### src/rtl/mcp3008_scan.sv
// Free-running MCP3008 scanner: converts channels 0..NUM_CH-1 round-robin (single-ended)
// over SPI mode 0 and reports each 10-bit result as a one-cycle strobe.
module mcp3008_scan #(
    parameter int CLK_DIV = 63,
    parameter int NUM_CH  = 8,
    parameter int CS_HIGH = 63
) (
    input  logic       clk,
    input  logic       rst,
    input  logic       enable,
    output logic       adc_cs_n,
    output logic       adc_sclk,
    output logic       adc_mosi,
    input  logic       adc_miso,
    output logic       sample_valid,
    output logic [2:0] sample_ch,
    output logic [9:0] sample_data,
    output logic       scan_done
);
    localparam int MAX_CNT = (CLK_DIV > CS_HIGH) ? CLK_DIV : CS_HIGH;
    localparam int CNT_W   = $clog2(MAX_CNT + 1);
    localparam logic [CNT_W-1:0] DIV_LAST  = CNT_W'(CLK_DIV - 1);
    localparam logic [CNT_W-1:0] CSH_LAST  = CNT_W'(CS_HIGH - 1);
    localparam logic [2:0]       CH_LAST   = 3'(NUM_CH - 1);
    localparam logic [4:0]       LAST_RISE = 5'd17;

    typedef enum logic [1:0] {IDLE, SETUP, SHIFT, HOLD} state_t;

    state_t           state_q, state_d;
    logic [CNT_W-1:0] cnt_q, cnt_d;
    logic [4:0]       rise_q, rise_d;
    logic [2:0]       ch_q, ch_d;
    logic [3:0]       cmd_q, cmd_d;
    logic [9:0]       shift_q, shift_d;
    logic             cs_n_q, cs_n_d;
    logic             sclk_q, sclk_d;
    logic             mosi_q, mosi_d;
    logic             valid_q, valid_d;
    logic             done_q, done_d;
    logic [2:0]       sample_ch_q, sample_ch_d;
    logic [9:0]       sample_data_q, sample_data_d;
    logic             start;

    always_ff @(posedge clk or posedge rst) begin
        if (rst) begin
            state_q       <= IDLE;
            cnt_q         <= '0;
            rise_q        <= '0;
            ch_q          <= '0;
            cmd_q         <= '0;
            shift_q       <= '0;
            cs_n_q        <= 1'b1;
            sclk_q        <= 1'b0;
            mosi_q        <= 1'b0;
            valid_q       <= 1'b0;
            done_q        <= 1'b0;
            sample_ch_q   <= '0;
            sample_data_q <= '0;
        end else begin
            state_q       <= state_d;
            cnt_q         <= cnt_d;
            rise_q        <= rise_d;
            ch_q          <= ch_d;
            cmd_q         <= cmd_d;
            shift_q       <= shift_d;
            cs_n_q        <= cs_n_d;
            sclk_q        <= sclk_d;
            mosi_q        <= mosi_d;
            valid_q       <= valid_d;
            done_q        <= done_d;
            sample_ch_q   <= sample_ch_d;
            sample_data_q <= sample_data_d;
        end
    end

    always_comb begin
        state_d       = state_q;
        cnt_d         = cnt_q + CNT_W'(1);
        rise_d        = rise_q;
        ch_d          = ch_q;
        cmd_d         = cmd_q;
        shift_d       = shift_q;
        cs_n_d        = cs_n_q;
        sclk_d        = sclk_q;
        mosi_d        = mosi_q;
        valid_d       = 1'b0;
        done_d        = 1'b0;
        sample_ch_d   = sample_ch_q;
        sample_data_d = sample_data_q;
        start         = 1'b0;

        unique case (state_q)
            IDLE: begin
                cnt_d = '0;
                start = enable;
            end
            SETUP: begin
                if (cnt_q == DIV_LAST) begin
                    cnt_d   = '0;
                    sclk_d  = 1'b1;
                    rise_d  = 5'd1;
                    state_d = SHIFT;
                end
            end
            SHIFT: begin
                if (cnt_q == DIV_LAST) begin
                    cnt_d = '0;
                    if (sclk_q) begin
                        // Falling edge: present the next command bit; zeros fill in after D0.
                        sclk_d = 1'b0;
                        mosi_d = cmd_q[3];
                        cmd_d  = {cmd_q[2:0], 1'b0};
                    end else if (rise_q == LAST_RISE) begin
                        state_d       = HOLD;
                        cs_n_d        = 1'b1;
                        valid_d       = 1'b1;
                        done_d        = (ch_q == CH_LAST);
                        sample_ch_d   = ch_q;
                        sample_data_d = shift_q;
                        ch_d          = (ch_q == CH_LAST) ? 3'd0 : ch_q + 3'd1;
                    end else begin
                        sclk_d = 1'b1;
                        rise_d = rise_q + 5'd1;
                        // Rises 8..17 carry B9..B0; earlier rises (incl. the null bit) are skipped.
                        if (rise_q >= 5'd7) begin
                            shift_d = {shift_q[8:0], adc_miso};
                        end
                    end
                end
            end
            HOLD: begin
                if (cnt_q == CSH_LAST) begin
                    start = enable;
                    if (!enable) begin
                        state_d = IDLE;
                    end
                end
            end
            default: state_d = IDLE;
        endcase

        if (start) begin
            state_d = SETUP;
            cnt_d   = '0;
            cs_n_d  = 1'b0;
            mosi_d  = 1'b1;
            cmd_d   = {1'b1, ch_q};
        end
    end

    assign adc_cs_n     = cs_n_q;
    assign adc_sclk     = sclk_q;
    assign adc_mosi     = mosi_q;
    assign sample_valid = valid_q;
    assign scan_done    = done_q;
    assign sample_ch    = sample_ch_q;
    assign sample_data  = sample_data_q;

endmodule

### config.mk
export PLATFORM = sky130hd
export DESIGN_NAME = mcp3008_scan
export DESIGN_NICKNAME = d
export VERILOG_FILES = /design/src/rtl/mcp3008_scan.sv
export SDC_FILE = /design/constraint.sdc
export NUM_CORES = 1
export LEC_CHECK = 0
export CAP_MARGIN = 10
export CORE_MARGIN = 4
export CORE_UTILIZATION = 33
export DETAILED_ROUTE_END_ITERATION = 8
export DONT_BUFFER_PORTS = 1
export GPL_ROUTABILITY_DRIVEN = 0
export SLEW_MARGIN = 20
export SYNTH_ARGS = -nofsm -noshare
export SYNTH_HDL_FRONTEND = slang
export SYNTH_SLANG_ARGS = --single-unit
### constraint.sdc
create_clock -name clk -period 3.85 [get_ports clk]
set_input_delay 0.9625 -clock clk [delete_from_list [all_inputs] [get_ports clk]]
set_output_delay 0.9625 -clock clk [all_outputs]
set_load 0.005 [all_outputs]
; ---- Yosys cells after proc, flatten, opt, wreduce, memory -nomap -nowiden
; Index checks and enable logic that the tools add are counted.
[op_classes]
add_sub_neg = 3
order_cmp = 1
n_eq_ne = 17
n_mux = 45
bitwise_logic = 2
n_reduce_logical = 15
[op_table]
columns = op, count
row1 = $mux W1, 22
row2 = $mux W5, 4
row3 = $ne A3 B3 Y1 const B, 6
row4 = $mux W4, 4
row5 = $mux W2, 7
row6 = $mux W6, 2
row7 = $pmux W6 S2, 1
row8 = $pmux W5 S2, 1
row9 = $reduce_and A5 Y1, 2
row10 = $reduce_bool A2 Y1, 5
row11 = $ne A2 B2 Y1 const B, 4
row12 = $reduce_and A4 Y1, 2
row13 = $reduce_and A7 Y1, 1
row14 = $add A6 B1 Y6 const B, 1
row15 = $eq A6 B6 Y1 const B, 1
row16 = $pmux W2 S3, 1
row17 = $reduce_and A3 Y1, 2
row18 = $add A5 B1 Y5 const B, 1
row19 = $eq A5 B5 Y1 const B, 1
row20 = $ge A5 B3 Y1 const B, 1
row21 = $eq A2 B2 Y1 const B, 2
row22 = $pmux W1 S2, 2
row23 = $reduce_bool A4 Y1, 1
row24 = $add A3 B1 Y3 const B, 1
row25 = 7 further kinds, 8
[word_totals]
reg_bits = 48
inputBits = 4
output_inout_bits = 18
wordCells = 96

; ---- Depth between registers and ports, before layout
; Gate-level depths: netlist of run 1.
[depth]
word_depth = 6
mapped_depth = 8
mapped_depth_nobuf = 6

; ---- Worst setup path after synthesis of run 1
; No wires, ideal clock.
[synth_path]
path_kind = input -> register
startpoint = input port enable
endpoint = register cmd_q[0]
setup_ps = 136
arrival_time_ps = 1761
required_ps = 3714
setup_slack_ps = 1953
stages = 4
path_buffers = 1
path_cell_list = nand4b_1 -> o21ai_0 -> clkbuf_1 -> o21ai_0
[synth_via]
elab_chain_len = 4
elab_cells_between_ends = 7
cone_classes = mux: 3 / reduce/logical: 4
[synth_rtl]
columns = item, line_no
row1 = "start, declared", 10  ; input logic enable,
row2 = $mux W1, 132  ; if (cnt_q == CSH_LAST) begin
row3 = $pmux W1 S2 (*), 92  ; unique case (state_q)
row4 = $reduce_bool A2 Y1 (no line), --
row5 = $reduce_and A3 Y1 (no line), --
row6 = "end signal, assigned", 64  ; cmd_q <= cmd_d;
row7 = "end, declared", 33  ; logic [3:0] cmd_q, cmd_d;
; Every way passes the cells marked *; elsewhere a longest branch is shown, timed or not.
; A chain may end at the register's enable or synchronous reset.

; ---- Worst setup path after layout of run 1
[layout_path]
startpoint = register state_q[0]
endpoint = register shift_q[2]
[layout_via]
elab_chain_len = 2
[layout_rtl]
columns = item, line_no
row1 = "start, declared", 29  ; state_t state_q, state_d;
row2 = "start signal, assigned", 60  ; state_q <= state_d;
row3 = $eq A2 B2 Y1, 92
row4 = $reduce_and A5 Y1 (no line), --
row5 = "end signal, assigned", 65  ; shift_q <= shift_d;
row6 = "end, declared", 34  ; logic [9:0] shift_q, shift_d;
; Every way passes these cells.

==> flow_summary_export.csv, run 1 <==
group,metric,value,unit
status,run_status,"finished, final reports clean",
timing,setup_viol,0,
detailed_routing,detail_route.wl_per_cell,14.2,µm
setup_path,rr_startpoint,"state_q[0]$_DFFE_PP0P_",
synth,async_flop_share,1.00,
synth,synth_edf_count,0,
global_route,grt_overflow,0,
placement,dp_hpwl,2590,µm
finish,synthToLayoutAreaGrowth,9.01,%
synth,synth_seq_cells,48,
finish,num_antenna_cells,0,
setup_path,cp_top_family,"simple AND/OR/NAND/NOR gates",
floorplan,core,6490,µm²
floorplan,num_rows,29,
placement,io_buffers,0,
global_route,grt_pass1_vias,1282,
timing,finalCriticalPeriod,2.18,ns
detailed_routing,wl,3730,µm
synth,synth_area,2260,µm²
synth,synth_cell_types,42,
timing,tightest_slew,0.816,ns
synth,synth_cells,183,
synth,yosysSeqAreaShare,0.531,
timing,skew,0.00895,ns
hold_path,worstHoldPathType,"reg -> reg",
detailed_routing,drc,0,
synth,syn-num-nets,198,
setup_path,end_kind,"flop",
timing,finalWorstSetupSlack,1.67,ns
cts,post-cts-setup-buffers,0,
hold_path,worstHoldStart,"adc_cs_n$_DFFE_PP1P_",
timing,hold_viol_final,0,
setup_path,critPathMaxFanout,10,
finish,drive_gt1_frac,0.199,
timing,fmax,458,MHz
detailed_routing,dr_total_vias,1334,
global_route,grt_use_total,0.0979,
setup_path,cpPeakStageDelay,0.49,ns
finish,final_cell_mix,"47 x dfrtp_1, 14 x mux2_2, 12 x nand2_1",
setup_path,cp.required,4.05,ns
cts,cts_buffers,5,
pwr,max-vdd-ir-drop,0.161,mV
finish,nets,200,
floorplan,die_height,90.8,µm
timing,rsz0062_at_grt,"no",
setup_path,cp_num_buf_inv,1,
setup_path,cp-start-kind,"flop",
finish,fin_util,0.380,
job,cap_viol_max_count,0,
timing,fin_crit_sh,0.567,
setup_path,path_cells,"inv_1 -> ha_1 -> and2b_1 -> nand4_4 -> or2_1 -> mux2_4",
setup_path,worst-endpoint-arrival,2.38,ns
setup_path,worst_path_max_delay_cell,"or2_1",
cts,cts_htree_levels,2,
cts,cts_hold_buffers,0,
cts,cts_max_path_buffers,2,
finish,final_cells,263,
pwr,powerDensity,388,nW/µm²
cts,clk_latency,0.30,ns
detailed_routing,vias_per_cell,5.07,
timing,setup_tns,0,ns
cts,root_buffer,"clkbuf_8",
finish,final_common_cell,"dfrtp_1",
detailed_routing,ant_nets,0,
timing,max_slew_margin,0.455,
cts,cts_tree,"done",
synth,yosys_warnings,0,
placement,dpl.cell_count,255,
setup_path,setup.worst_path.class,"reg -> reg",
detailed_routing,drt_iter0_markers,56,
global_route,grt_max_degree,49,
detailed_routing,first_pass_iters,4,
placement,place_ws,1.66,ns
floorplan,die_w,90.8,µm
synth,syn_area_per_cell,12.4,µm²
setup_path,crit_start,"state_q[0]$_DFFE_PP0P_",
floorplan,initial_utilization,0.348,
cts,cts_resized,0,
global_route,antenna_found_initial,0,
synth,synth_flop_cell,"dfrtp_1",
floorplan,pin_count,22,
cts,path_clk_slew,0.10,ns
cts,clkSinkCount,48,
floorplan,die-area,8250,µm²
pwr,cellLeakagePower,1.23,nW
global_route,grt_pass1_wl,6530,µm
timing,drv_slew,0,
[synthesized netlist by cell type (all sizes together), types with 2 or more instances]
master / instances / area share
a211o: 2 / 0.0077
a21boi: 4 / 0.013
a21o: 3 / 0.0099
a21oi: 3 / 0.0066
and2: 2 / 0.0055
buf: 6 / 0.019
dfrtp: 47 / 0.52
ha: 11 / 0.061
inv: 9 / 0.015
mux2: 24 / 0.14
mux2i: 3 / 0.013
nand2: 12 / 0.020
nand2b: 2 / 0.0055
nand3: 5 / 0.011
nand4: 4 / 0.018
nor2: 11 / 0.018
nor3: 2 / 0.0044
o21ai: 7 / 0.015
o31ai: 3 / 0.0099
o32ai: 2 / 0.0077
or4: 2 / 0.0066
xnor2: 2 / 0.0077
xor2: 2 / 0.0077
[stage by stage]
stage / total power [W] / hold slack (ns) / area [µm²]
6_report: 0.000958 / 0.484 / 2470
5_1_grt: 0.000992 / 0.512 / 2470
4_1_cts: 0.000969 / 0.492 / 2470
3_5_place_dp: 0.000526 / 0.469 / 2330
3_3_place_gp: 0.000526 / 0.470 / 2330
2_1_floorplan: 0.000523 / 0.451 / 2260
[tightest hold or removal path, stage by stage (launching register included)]
cell and delay, ns:
dfstp_2 0.39, inv_1 0.04, a21oi_1 0.05
[state kept, by name, indices dropped and copies added, names as in the netlist]
name / count
sample_data: 10
state_q: 2
adc_cs_n: 1
shift_q: 10
adc_sclk: 1
ch_q: 3
sample_valid: 1
sample_ch: 3
adc_mosi: 1
cnt_q: 6
scan_done: 1
rise_q: 5
cmd_q: 4
[area by class of cell]
type	instances	area, µm²
fill	627	4030
sequential	48	1200
multi-input combinational	119	981
tap	77	96.3
clock buffer	5	68.8
clock inverter	3	68.8
inverter	9	35.0
timing repair buffer	2	15.0
[path summary, 6_finish.rpt]
path / slack (ns) / endpoint / cells after the start
worst max-delay path: 1.67 / shift_q[2]$_DFFE_PP0P_ / 6
worst min-delay path: 0.48 / adc_cs_n$_DFFE_PP1P_ / 2
worst max register to register: 1.67 / shift_q[2]$_DFFE_PP0P_ / 6
worst min register to register: 0.48 / adc_cs_n$_DFFE_PP1P_ / 2
max in group asynchronous: 2.70 / cnt_q[3]$_DFF_PP0_ / 1
min in group asynchronous: 0.66 / shift_q[6]$_DFFE_PP0P_ / 1
[cell families (layout without fill, tap and decap cells)]
group                      after synthesis  in the layout  synth area share
and+or+nand+nor                         48             48             0.118
AOI/OAI and AO/OA                       29             29            0.0896
DFF                                     48             48             0.531
adders and majority gates               11             11            0.0608
muxes                                   27             27             0.149
xor gates and xnor gates                 4              4            0.0155
buffers and inverters                   16             19            0.0354
[metal layers]
metal	global-route usage	vias up	wire [µm]	share of wire
met5	0	-	0	0
met4	0.0377	0	60	0.016
met1	0.134	665	1840	0.49
li1	-	649	-	-
met2	0.143	15	1700	0.46
met3	0.0325	5	127	0.034
[report_power, final]
part           total [W]  internal [W]  switching (W)
sequential      0.000505      0.000504    0.000000477
clock           0.000443      0.000262       0.000182
combinational  0.0000101   0.000000807     0.00000932
total           0.000958      0.000767       0.000192
(Power assumes the default switching activity.)
==> run 2, diff against run 1 <==
clock period = 2.1 ns   (was 3.85 ns; I/O delays follow)
==> run 2 against run 1 <==
Global-route usage about the same. Die area is the same. Setup slack worse by 1.5 ns. Via count is 0.82% higher. Routed wire length rose by 1.7%. Largest power group unchanged. Design area up 0.51%. Non-clock buffer count rose by 4.
==> flow_summary_export.csv, run 2 (same netlist as run 1, synthesis figures left out) <==
group,metric,value,unit
status,run_status,"finished, final reports clean",
timing,skew,0.0105,ns
placement,dp_hpwl,2690,µm
floorplan,pin_count,22,
detailed_routing,wl,3790,µm
detailed_routing,first_pass_iters,4,
finish,final_common_cell,"dfrtp_1",
setup_path,worst_path_max_delay_cell,"dfrtp_1",
finish,final_area,2480,µm²
detailed_routing,drt-met1-wl,1880,µm
detailed_routing,drc,0,
finish,num_antenna_cells,0,
placement,io_buffers,0,
timing,tightest_slew,0.529,ns
setup_path,crit_start,"state_q[0]$_DFFE_PP0P_",
timing,fin_crit_sh,0.913,
floorplan,die_w,90.8,µm
global_route,antenna_found_initial,0,
floorplan,num_rows,29,
setup_path,path_cells,"inv_1 -> ha_1 -> and2b_1 -> nand4_4 -> or2_1 -> buf_12 -> mux2_4",
cts,path_clk_slew,0.09,ns
setup_path,end_kind,"flop",
placement,dpl_cell_area,2380,µm²
timing,max_slew_margin,0.647,
finish,synthToLayoutAreaGrowth,9.56,%
floorplan,core,6490,µm²
floorplan,die-area,8250,µm²
setup_path,setup.worst_path.class,"reg -> reg",
global_route,grt_pass1_wl,6600,µm
cts,cts_htree_levels,2,
finish,fin_util,0.382,
setup_path,cp-start-kind,"flop",
floorplan,initial_utilization,0.348,
cts,cts_tree,"done",
setup_path,rr_startpoint,"state_q[0]$_DFFE_PP0P_",
finish,final_cell_mix,"47 x dfrtp_1, 14 x mux2_2, 12 x nand2_1",
timing,setup_tns,0,ns
detailed_routing,highest-signal-layer,"met4",
detailed_routing,wl_met3,141,µm
setup_path,cp.required,2.28,ns
detailed_routing,vias_per_cell,5.04,
detailed_routing,detail_route.wl_per_cell,14.2,µm
setup_path,cpPeakStageDelay,0.45,ns
finish,drive_gt1_frac,0.216,
detailed_routing,drt_iter0_markers,51,
finish,regArea,1200,µm²
pwr,powerDensity,616,nW/µm²
pwr,cellLeakagePower,1.24,nW
global_route,grt_use_total,0.0982,
timing,rsz0062_at_grt,"no",
detailed_routing,dr_total_vias,1345,
cts,clk_latency,0.30,ns
floorplan,die_height,90.8,µm
setup_path,critPathMaxFanout,10,
finish,multiInputGateArea,981,µm²
cts,root_buffer,"clkbuf_8",
job,cap_viol_max_count,0,
timing,finalCriticalPeriod,1.92,ns
finish,nets,204,
timing,fmax,522,MHz
global_route,grt_overflow,0,
timing,drv_slew,0,
finish,num-fill-cells,625,
cts,cts_buffers,5,
timing,hold_viol_final,0,
global_route,grt_max_degree,26,
hold_path,worstHoldPathType,"in -> async",
cts,clkSinkCount,48,
detailed_routing,ant_nets,0,
setup_path,worst-endpoint-arrival,2.10,ns
timing,setup_viol,0,
cts,cts_max_path_buffers,2,
pwr,max-vdd-ir-drop,0.309,mV
detailed_routing,dr_wl_met2,1720,µm
global_route,grt_pass1_vias,1331,
cts,cts_hold_buffers,0,
## run 2: cell count changes in the layout (fill, tap and decap cells not counted), sizes merged
cell / delta
buf: +4
inv: +1
clkbuf: +1
bufinv: -2
## run 2: per-layer routing
metal / GRT usage / up-vias
li1: - / 660
met1: 0.134 / 659
met2: 0.147 / 22
met3: 0.0308 / 4
met4: 0.0339 / 0
met5: 0 / -
## run 2: worst max-delay path, delay by kind of cell, from the launching register on
family        cells  cell delay [ns]
fa+ha+maj         1             0.16
buf+inv           2             0.27
flops             1             0.45
mux               1             0.29
simple gates      3             0.63
## run 2: stage by stage
step           hold WS (ns)  total power, W  std cells  setup WS, ns
3_3_place_gp          0.469        0.000969        259         0.192
5_1_grt               0.169         0.00161        267        0.0777
6_report              0.144         0.00153        267         0.184
4_1_cts               0.156         0.00157        267         0.143
2_1_floorplan         0.451        0.000958        183         0.211
3_5_place_dp          0.467        0.000969        259         0.164
## run 2: repair_timing
action                                  CTS  global route
endpoints found under the setup margin    0             6
buffers inserted                          0             0
gates resized for setup                   0             1
## run 2: power breakdown
| group | switching, W | total [W] | internal (W) | leakage (nW) |
|---|---|---|---|---|
| registers | 0.00000100 | 0.000925 | 0.000924 | 0.630 |
| logic | 0.0000181 | 0.0000234 | 0.00000524 | 0.564 |
| clock network | 0.000310 | 0.000580 | 0.000270 | 0.0516 |
## run 2: worst paths after layout
kind	end	slack, ns	depth (start not counted)
setup / recovery	shift_q[8]$_DFFE_PP0P_	0.18	7
hold / removal	sample_data[7]$_DFFE_PP0P_	0.14	1
setup reg to reg	shift_q[8]$_DFFE_PP0P_	0.18	7
hold reg to reg	adc_cs_n$_DFFE_PP1P_	0.48	2
max in group asynchronous	adc_cs_n$_DFFE_PP1P_	1.37	2
min in group clk	shift_q[0]$_DFFE_PP0P_	0.37	1
## run 2: layout make-up
| class | instances | area share |
|---|---|---|
| tap | 77 | 0.0388 |
| sequential | 48 | 0.485 |
| multi-input combinational | 119 | 0.396 |
| inverter | 9 | 0.0136 |
| clock inverter | 2 | 0.00555 |
| timing repair buffer | 6 | 0.0283 |
| clock buffer | 6 | 0.0333 |
==> patch, RTL diff (config.mk and constraints of run 1) <==
Encoding of `state_t`: now one-hot (4 bits for 4 states).
--- a/src/rtl/mcp3008_scan.sv
+++ b/src/rtl/mcp3008_scan.sv
@@ -24,7 +24,7 @@
     localparam logic [2:0]       CH_LAST   = 3'(NUM_CH - 1);
     localparam logic [4:0]       LAST_RISE = 5'd17;
 
-    typedef enum logic [1:0] {IDLE, SETUP, SHIFT, HOLD} state_t;
+    typedef enum logic [3:0] {IDLE = 4'b0001, SETUP = 4'b0010, SHIFT = 4'b0100, HOLD = 4'b1000} state_t;
 
     state_t           state_q, state_d;
     logic [CNT_W-1:0] cnt_q, cnt_d;
Behaviour: no difference found for any inputs over 10 cycles, from zero or initial values and one cycle with rst high; not proved beyond that.
==> patch against run 1 <==
- fmax rose by 0.81%
- clock power fell by 16%
- count of clock-buffer cells in the layout rose by 1
- sequential cell count rose by 2
- power fell by 5.0%
- wire length is 9.7% higher
- non-clock buffer count fell by 1
- design area up 3.5%
- die area grew 3.5%
- synthesized area grew 3.8%
- synthesized cell count grew 8.7%
- setup slack improved by 0.018 ns
- largest cell class unchanged
==> patch: results (changes against run 1) <==
The worst-case register-to-register setup slack is 1.68 ns (+0.02 ns), and the leakage power of the design is 1.20 nW (-2.2%). The tools report the end of the worst register-to-register path as rise_q[4]. The number of cell instances on the worst register-to-register path works out to 7 (+1). The largest fanout on the critical path is 5 (-5), and the fraction of layout instances using a drive strength above 1 is 21.5% (+1.6 points). The final HPWL from detailed placement was 2890 µm (+12%).

The flow ran to the end, and the final reports show no timing, DRC or antenna violations. The total met2 wirelength after detailed routing is 1810 µm (+6.3%), and the switching power as a share of total power is 19.3% (-0.72 points). The via total after detailed routing is 1443 (+8.2%).

Type of the worst min-delay path: reg -> reg. The violation count after the first detailed-route iteration was 114 (+100%). The worst hold path terminates at cnt_q[0]. The maximum number of pins on one net before global-route repair was 51 (+4.1%). The slowest stage of the critical path is the sky130_fd_sc_hd__nor4_1 cell.

Sorting the synthesized cells by how often they occur yields sky130_fd_sc_hd__dfrtp_1 (48), sky130_fd_sc_hd__mux2_2 (24), sky130_fd_sc_hd__nor2_1 (22), sky130_fd_sc_hd__nand2_1 (11), sky130_fd_sc_hd__inv_1 (10). The tools report the worst clock skew as 0.00450 ns (-0.00446 ns). The wire length of the first global-routing pass came out at 7170 µm (+9.7%). The startpoint identified for the worst register-to-register timing path is cnt_q[0]. For the detailed-routing wirelength on met1, the log shows 1990 µm (+8.3%).

The startpoint identified for the worst hold timing path is cnt_q[0]. Delay of the slowest cell on the worst path: 0.58 ns (+0.09 ns). The tools report the peak supply drop as 0.000156 V (-3.1%). The tools report the wire length on met3 as 220 µm (+73%).

The synthesized netlist net count is 209 (+5.6%), and the overall routing resource usage is 10.4% (+0.63 points). The number of cells traversed by the worst hold path came out at 1 (-1). The net total in the final layout is 210 (+5.0%), and the routing usage on met3 is 3.49% (+0.24 points).

The part of the Yosys area used for sequential elements came out at 53.4% (+0.23 points). The tools report the met1 usage as 13.4% (about the same).
-- patch: cell families (layout without fill, tap and decap cells) --
kind of cell	after synthesis	count (layout)	share of synthesized area (%)
buffers and inverters	17	18	3.19
AOI/OAI and AO/OA	34	34	11.7
DFF	50	50	53.4
adders and majority gates	6	6	3.19
xor gates and xnor gates	6	6	2.24
muxes	27	27	12.8
and+or+nand+nor	59	59	13.6
-- patch: layout make-up --
cell class              count  area [µm²]
flip-flops and latches     50        1250
multi-input cells         132        1020
repair buffers              1        7.51
inverters                  10        38.8
clock buffers               6        82.6
well taps                  96         120
fillers                   675        4320
clock inverters             1        30.0
-- patch: how the worst max path moves through the flow --
stage                from    endpoint  depth (start not counted)
5_1_grt          cnt_q[0]   rise_q[4]                          7
2_1_floorplan         rst    adc_mosi                          1
3_3_place_gp       enable  state_q[3]                          5
6_report         cnt_q[0]   rise_q[4]                          7
4_1_cts        state_q[3]  shift_q[6]                          4
3_5_place_dp       enable  state_q[3]                          5
-- patch: stage by stage --
| stage | instance area, µm² | cells | worst slack (ns) | hold slack [ns] | power, W |
|---|---|---|---|---|---|
| floorplan | 2350 | 199 | 1.69 | 0.455 | 0.000547 |
| CTS | 2550 | 296 | 1.69 | 0.509 | 0.000929 |
| global placement | 2440 | 289 | 1.61 | 0.478 | 0.000551 |
| detailed placement | 2440 | 289 | 1.58 | 0.496 | 0.000551 |
| global route | 2550 | 296 | 1.49 | 0.530 | 0.000948 |
| finish | 2550 | 296 | 1.68 | 0.499 | 0.000911 |
-- patch: power groups by stage --
stage	sequential, W	clock (W)	combinational (W)
global route	0.000526	0.000406	0.0000165
finish	0.000526	0.000372	0.0000133
detailed placement	0.000536	0	0.0000146
floorplan	0.000536	0	0.0000109
CTS	0.000526	0.000388	0.0000147
global placement	0.000536	0	0.0000146
